$ cat src/rtl/mult_div_pkg.sv
// Shared definitions for the iterative multiply/divide unit: op encodings and FSM states.
package mult_div_pkg;

  localparam logic [1:0] OP_MULT  = 2'b00;
  localparam logic [1:0] OP_MULTU = 2'b01;
  localparam logic [1:0] OP_DIV   = 2'b10;
  localparam logic [1:0] OP_DIVU  = 2'b11;

  typedef enum logic [1:0] {
    IDLE = 2'd0,
    RUN  = 2'd1,
    FIX  = 2'd2,
    DONE = 2'd3
  } state_t;

endpackage

$ cat src/rtl/mult_div_sign_fix.sv
// Combinational sign correction of an unsigned hi/lo pair for signed multiply/divide.
module mult_div_sign_fix
  import mult_div_pkg::*;
#(
  parameter int WIDTH = 32
) (
  input  logic [1:0]       op,
  input  logic             neg_a,
  input  logic             neg_b,
  input  logic [WIDTH-1:0] mag_hi,
  input  logic [WIDTH-1:0] mag_lo,
  output logic [WIDTH-1:0] hi,
  output logic [WIDTH-1:0] lo
);

  logic [2*WIDTH-1:0] prod_neg;

  assign prod_neg = -{mag_hi, mag_lo};

  always_comb begin
    hi = mag_hi;
    lo = mag_lo;
    case (op)
      OP_MULT: begin
        if (neg_a ^ neg_b) begin
          hi = prod_neg[2*WIDTH-1:WIDTH];
          lo = prod_neg[WIDTH-1:0];
        end
      end
      OP_DIV: begin
        // Quotient negative when signs differ; remainder follows the dividend.
        if (neg_a ^ neg_b) lo = -mag_lo;
        if (neg_a)         hi = -mag_hi;
      end
      default: ;
    endcase
  end

endmodule

$ cat src/rtl/mult_div_unit.sv
// Iterative signed/unsigned multiply and restoring divide with start/done handshake,
// HI/LO result registers and a divide-by-zero flag.
module mult_div_unit
  import mult_div_pkg::*;
#(
  parameter  int WIDTH = 32,
  localparam int CNT_W = $clog2(WIDTH + 1)
) (
  input  logic             clk,
  input  logic             reset,
  input  logic             start,
  input  logic [1:0]       op,
  input  logic [WIDTH-1:0] a,
  input  logic [WIDTH-1:0] b,
  output logic             busy,
  output logic             done,
  output logic             div_zero,
  output logic [WIDTH-1:0] hi,
  output logic [WIDTH-1:0] lo
);

  state_t             state_reg, state_next;
  logic [1:0]         op_reg;
  logic               neg_a_reg, neg_b_reg;
  logic [WIDTH-1:0]   opnd_reg, acc_hi_reg, acc_lo_reg;
  logic [WIDTH-1:0]   hi_reg, lo_reg;
  logic [CNT_W-1:0]   count_reg;
  logic               div_zero_reg;

  logic               accept, zero_div, is_signed;
  logic [WIDTH-1:0]   abs_a, abs_b, fix_hi, fix_lo;
  logic [WIDTH:0]     mul_sum, rem_shift, rem_diff;
  logic [WIDTH-1:0]   step_hi, step_lo;

  assign accept    = ((state_reg == IDLE) || (state_reg == DONE)) && start;
  assign zero_div  = op[1] && (b == '0);
  assign is_signed = ~op[0];

  // Magnitude conversion reuses the divide rule: hi follows a's sign, and
  // neg_b is chosen so that lo is negated exactly when b is negative.
  mult_div_sign_fix #(.WIDTH(WIDTH)) u_operand_mag (
    .op     (is_signed ? OP_DIV : OP_DIVU),
    .neg_a  (is_signed & a[WIDTH-1]),
    .neg_b  (is_signed & (a[WIDTH-1] ^ b[WIDTH-1])),
    .mag_hi (a),
    .mag_lo (b),
    .hi     (abs_a),
    .lo     (abs_b)
  );

  mult_div_sign_fix #(.WIDTH(WIDTH)) u_result_fix (
    .op     (op_reg),
    .neg_a  (neg_a_reg),
    .neg_b  (neg_b_reg),
    .mag_hi (acc_hi_reg),
    .mag_lo (acc_lo_reg),
    .hi     (fix_hi),
    .lo     (fix_lo)
  );

  // One iteration: shift-add on {acc_hi,acc_lo} or one restoring-divide step.
  always_comb begin
    mul_sum   = {1'b0, acc_hi_reg} + (acc_lo_reg[0] ? {1'b0, opnd_reg} : '0);
    rem_shift = {acc_hi_reg, acc_lo_reg[WIDTH-1]};
    rem_diff  = rem_shift - {1'b0, opnd_reg};
    step_hi   = acc_hi_reg;
    step_lo   = acc_lo_reg;
    if (op_reg[1]) begin
      step_hi = rem_diff[WIDTH] ? rem_shift[WIDTH-1:0] : rem_diff[WIDTH-1:0];
      step_lo = {acc_lo_reg[WIDTH-2:0], ~rem_diff[WIDTH]};
    end else begin
      step_hi = mul_sum[WIDTH:1];
      step_lo = {mul_sum[0], acc_lo_reg[WIDTH-1:1]};
    end
  end

  always_comb begin
    state_next = state_reg;
    busy       = 1'b0;
    done       = 1'b0;
    case (state_reg)
      IDLE: begin
        if (start) state_next = zero_div ? DONE : RUN;
      end
      RUN: begin
        busy = 1'b1;
        if (count_reg == CNT_W'(WIDTH - 1)) state_next = FIX;
      end
      FIX: begin
        busy       = 1'b1;
        state_next = DONE;
      end
      DONE: begin
        done = 1'b1;
        if (start) state_next = zero_div ? DONE : RUN;
        else       state_next = IDLE;
      end
      default: state_next = IDLE;
    endcase
  end

  always_ff @(posedge clk or negedge reset) begin
    if (!reset) state_reg <= IDLE;
    else        state_reg <= state_next;
  end

  always_ff @(posedge clk or negedge reset) begin
    if (!reset) begin
      op_reg       <= OP_MULT;
      neg_a_reg    <= 1'b0;
      neg_b_reg    <= 1'b0;
      opnd_reg     <= '0;
      acc_hi_reg   <= '0;
      acc_lo_reg   <= '0;
      count_reg    <= '0;
      hi_reg       <= '0;
      lo_reg       <= '0;
      div_zero_reg <= 1'b0;
    end else if (accept) begin
      op_reg       <= op;
      div_zero_reg <= zero_div;
      count_reg    <= '0;
      neg_a_reg    <= is_signed & a[WIDTH-1];
      neg_b_reg    <= is_signed & b[WIDTH-1];
      opnd_reg     <= abs_b;
      acc_hi_reg   <= '0;
      acc_lo_reg   <= abs_a;
    end else if (state_reg == RUN) begin
      acc_hi_reg <= step_hi;
      acc_lo_reg <= step_lo;
      count_reg  <= count_reg + CNT_W'(1);
    end else if (state_reg == FIX) begin
      hi_reg <= fix_hi;
      lo_reg <= fix_lo;
    end
  end

  assign div_zero = div_zero_reg;
  assign hi       = hi_reg;
  assign lo       = lo_reg;

endmodule
$ cat config.mk
export PLATFORM = sky130hd
export DESIGN_NAME = mult_div_unit
export DESIGN_NICKNAME = d
export VERILOG_FILES = /design/src/rtl/mult_div_pkg.sv /design/src/rtl/mult_div_sign_fix.sv /design/src/rtl/mult_div_unit.sv
export SDC_FILE = /design/constraint.sdc
export NUM_CORES = 1
export LEC_CHECK = 0
export ABC_AREA = 0
export CAP_MARGIN = 0
export CORE_MARGIN = 5
export CORE_UTILIZATION = 45
export CTS_BUF_LIST = sky130_fd_sc_hd__clkbuf_4
export CTS_CLUSTER_SIZE = 28
export DETAILED_ROUTE_END_ITERATION = 12
export HOLD_SLACK_MARGIN = 0.1
export PLACE_DENSITY = 0.7
export SYNTH_ARGS = -nofsm -noshare
export SYNTH_HDL_FRONTEND = slang
export SYNTH_SLANG_ARGS = --single-unit
$ cat constraint.sdc
create_clock -name clk -period 4.3 [get_ports clk]
set_input_delay 1.29 -clock clk [delete_from_list [all_inputs] [get_ports clk]]
set_output_delay 1.29 -clock clk [all_outputs]
set_load 0.005 [all_outputs]
==> reports/qor.yml <==
die:
  placeableCoreArea_um2: 30600
  start_util: 0.455
  ios: 136
  die_w_um: 186
  die_h_um: 186
  rows: 64
  fp.dieArea_um2: 34500
worst_setup_path:
  cp.arrival_ns: 4.46
  cp_cell_sequence: "inv_1, ha_1, fa_1, nand2b_1, a21oi_1, o21ai_0, o41a_1, o21ai_2, mux2_2, nor2_2, buf_4, a211oi_1, a221o_1"
  start_kind: "flip-flop"
  required_ns: 4.80
  reg2reg_depth: 13
  max_stage_delay_ns: 0.49
  crit_type: "flip-flop to flip-flop"
  end_kind: "flip-flop"
  cp_slowest_cell: "mux2_2"
  path_max_fanout: 10
finish:
  final_area_um2: 16100
  layout.cells.non_filler: 2241
  drive_above_1_share: 0.0634
  num-fill-cells: 2937
  final_cell_mix: "nand2_1, o21ai_0, dfrtp_1"
  utilization: 0.525
  final_nets: 1976
  syn_to_final_growth_pct: 15.5
  final_common_cell: "nand2_1"
place:
  dp_hpwl_um: 32100
  place_area_um2: 15700
  dp_slack_ns: 0.216
  portBuffers: 135
  gp_congestion: 0.987
  dp_cells: 2208
logic_synthesis:
  ys_ff_latch: 173
  synth_compound_area_frac: 0.241
  synth_xor_area_frac: 0.110
  yosys_warnings: 0
  ys_async_sr_fraction: 1.00
  yosys_most_used_dff: "dfrtp_1"
  synth_edf_count: 0
  avgSynthCellArea_um2: 8.06
  syn_inst: 1726
  synthesis.area_um2: 13900
  synthMuxAreaShare: 0.0369
  ys_seq_area_frac: 0.311
  synth_cell_type_count: 87
  yosysTopAreaCell: "dfrtp_1"
  synth_top_family_by_area: "compound AO/OA/AOI/OAI gates"
  synth_top_area_share: 0.311
  synthTopCellsByArea: "dfrtp_1, o21ai_0, ha_1"
  syn-num-nets: 1871
  synthAdderAreaFrac: 0.0695
  yosys.area_share.simple: 0.181
sta:
  rsz0062_at_grt: "false"
  maxSlewViolCount: 0
  timing.clock.skew_ns: 0.0307
  period_needed_ns: 3.96
  fin_tns_setup_ns: 0
  relSlewSlack: 0.432
  max_freq_mhz: 252
  fin_crit_sh: 0.921
  worstMarginPinSlew_ns: 0.852
  hold_violations: 0
  finalSetupViolCount: 0
  worst_slack_ns: 0.339
power:
  p_leak_uw: 0.00693
  p_comb_frac: 0.683
  pwr_density_cell_nw_per_um2: 842
  p_clk_frac: 0.079
  switchingPower_uw: 6960
  ir_worst_vdd_v: 0.000387
  switching_share: 0.515
  internal_power_uw: 6560
  pwr-share-seq: 0.238
drt:
  postRouteAntennaNets: 0
  drt-wirelength-per-cell_um: 18.7
  wl_met2_um: 18200
  firstDrtPassIters: 6
  dr.first_iter.drc_count: 1172
  vias: 13288
  drc: 0
  highest_layer: "met4"
  wirelength_met1_um: 19600
  met3_length_um: 3200
  wirelength_um: 41900
  via_per_inst: 5.93
job:
  drv_cap: 0
clock_network:
  path_clk_slew_ns: 0.16
  cts-htree-levels: 4
  clock_tree.buffer_depth: 2
  cts_root_buffer: "clkbuf_4"
  cts_inserted_buffers: 17
  hold_buffers: 0
  post_cts_buffers: 0
  clock_sinks: 173
  clock_latency_ns: 0.62
  cts_tree: "built"
  ctsResizeCount: 0
hold_path:
  min_delay_path_depth: 2
  min_path_type: "flip-flop to flip-flop"
grt:
  grt_pass1_wl_um: 67300
  grt_overflow: 0
  antenna_found_initial: 1
  grt_usage: 0.242
  grt_pass1_vias: 12661
  grt_max_degree: 98
run_status:
  status: "finished, final reports clean"
layout make-up:
| class | count | area (µm²) | area share |
|---|---|---|---|
| multi-input combinational | 1389 | 8900 | 0.554 |
| sequential | 173 | 4330 | 0.270 |
| timing repair buffer | 182 | 1760 | 0.109 |
| tap | 396 | 495 | 0.0309 |
| inverter | 68 | 255 | 0.0159 |
| clock inverter | 15 | 193 | 0.0120 |
| clock buffer | 17 | 128 | 0.00795 |
| antenna | 1 | 2.50 | 0.000156 |
worst max-delay path, delay by kind of cell (launching register included):
family / cells / cell delay, ns
flops: 1 / 0.43
simple gates: 2 / 0.31
fa+ha+maj: 2 / 0.61
compound gates: 6 / 1.64
buf+inv: 2 / 0.36
mux: 1 / 0.49
power groups by stage:
stage / Sequential (µW) / Combinational (µW) / Clock (µW)
4_1_cts: 3190 / 9120 / 1080
2_1_floorplan: 2930 / 6500 / 0
3_3_place_gp: 3200 / 8940 / 0
6_report: 3220 / 9250 / 1060
3_5_place_dp: 3240 / 9080 / 0
5_1_grt: 3320 / 10200 / 1140
synth_stat cells, types with 4 or more instances:
cell / number
a211oi_1: 14
a21o_1: 31
a21oi_1: 113
a221oi_1: 4
a22oi_1: 14
a31oi_1: 19
and2_1: 9
and3_1: 6
buf_1: 5
buf_4: 4
clkbuf_1: 77
dfrtp_1: 173
ha_1: 74
inv_1: 67
mux2i_1: 49
nand2_1: 213
nand2b_1: 14
nand3_1: 22
nand4_1: 12
nor2_1: 146
nor2b_1: 13
nor3_1: 39
nor4_1: 14
o211ai_1: 42
o21a_1: 14
o21ai_0: 202
o21ai_1: 12
o21bai_1: 4
o221ai_1: 5
o22ai_1: 4
o31a_1: 4
o31ai_1: 18
o41ai_1: 9
or3_1: 12
or3_2: 4
or4_1: 10
xnor2_1: 105
xor2_1: 70
through the flow:
| step | power, µW | hold WS (ns) |
|---|---|---|
| after CTS | 13400 | 0.505 |
| final | 13500 | 0.499 |
| after floorplan | 9430 | 0.450 |
| after global routing | 14700 | 0.525 |
| after detailed placement | 12300 | 0.469 |
| after global placement | 12100 | 0.459 |
kinds of logic (layout without fill, tap and decap cells):
| logic type | count (synthesis) | in the layout |
|---|---|---|
| compound gates | 545 | 545 |
| fa+ha+maj | 76 | 76 |
| flops | 173 | 173 |
| simple gates | 542 | 542 |
| xor+xnor | 175 | 175 |
| mux | 51 | 51 |
| buf+inv | 164 | 282 |
| other cells | 0 | 1 |
per-layer routing:
layer,track usage,vias to the layer above
li1,-,6383
met1,0.356,6290
met2,0.372,554
met3,0.0377,61
met4,0.0618,0
met5,0,-
worst paths after layout:
kind,startpoint,end,slack [ns]
max in group asynchronous,reset,opnd_reg[0],2.70
worst min register to register,hi[19],hi[19],0.50
worst max register to register,acc_lo_reg[31],acc_hi_reg[1],0.34
worst min-delay path,hi[19],hi[19],0.50
worst max-delay path,acc_lo_reg[31],acc_hi_reg[1],0.34
min in group asynchronous,reset,count_reg[0],0.71
Power figures use the tool's default switching activity.
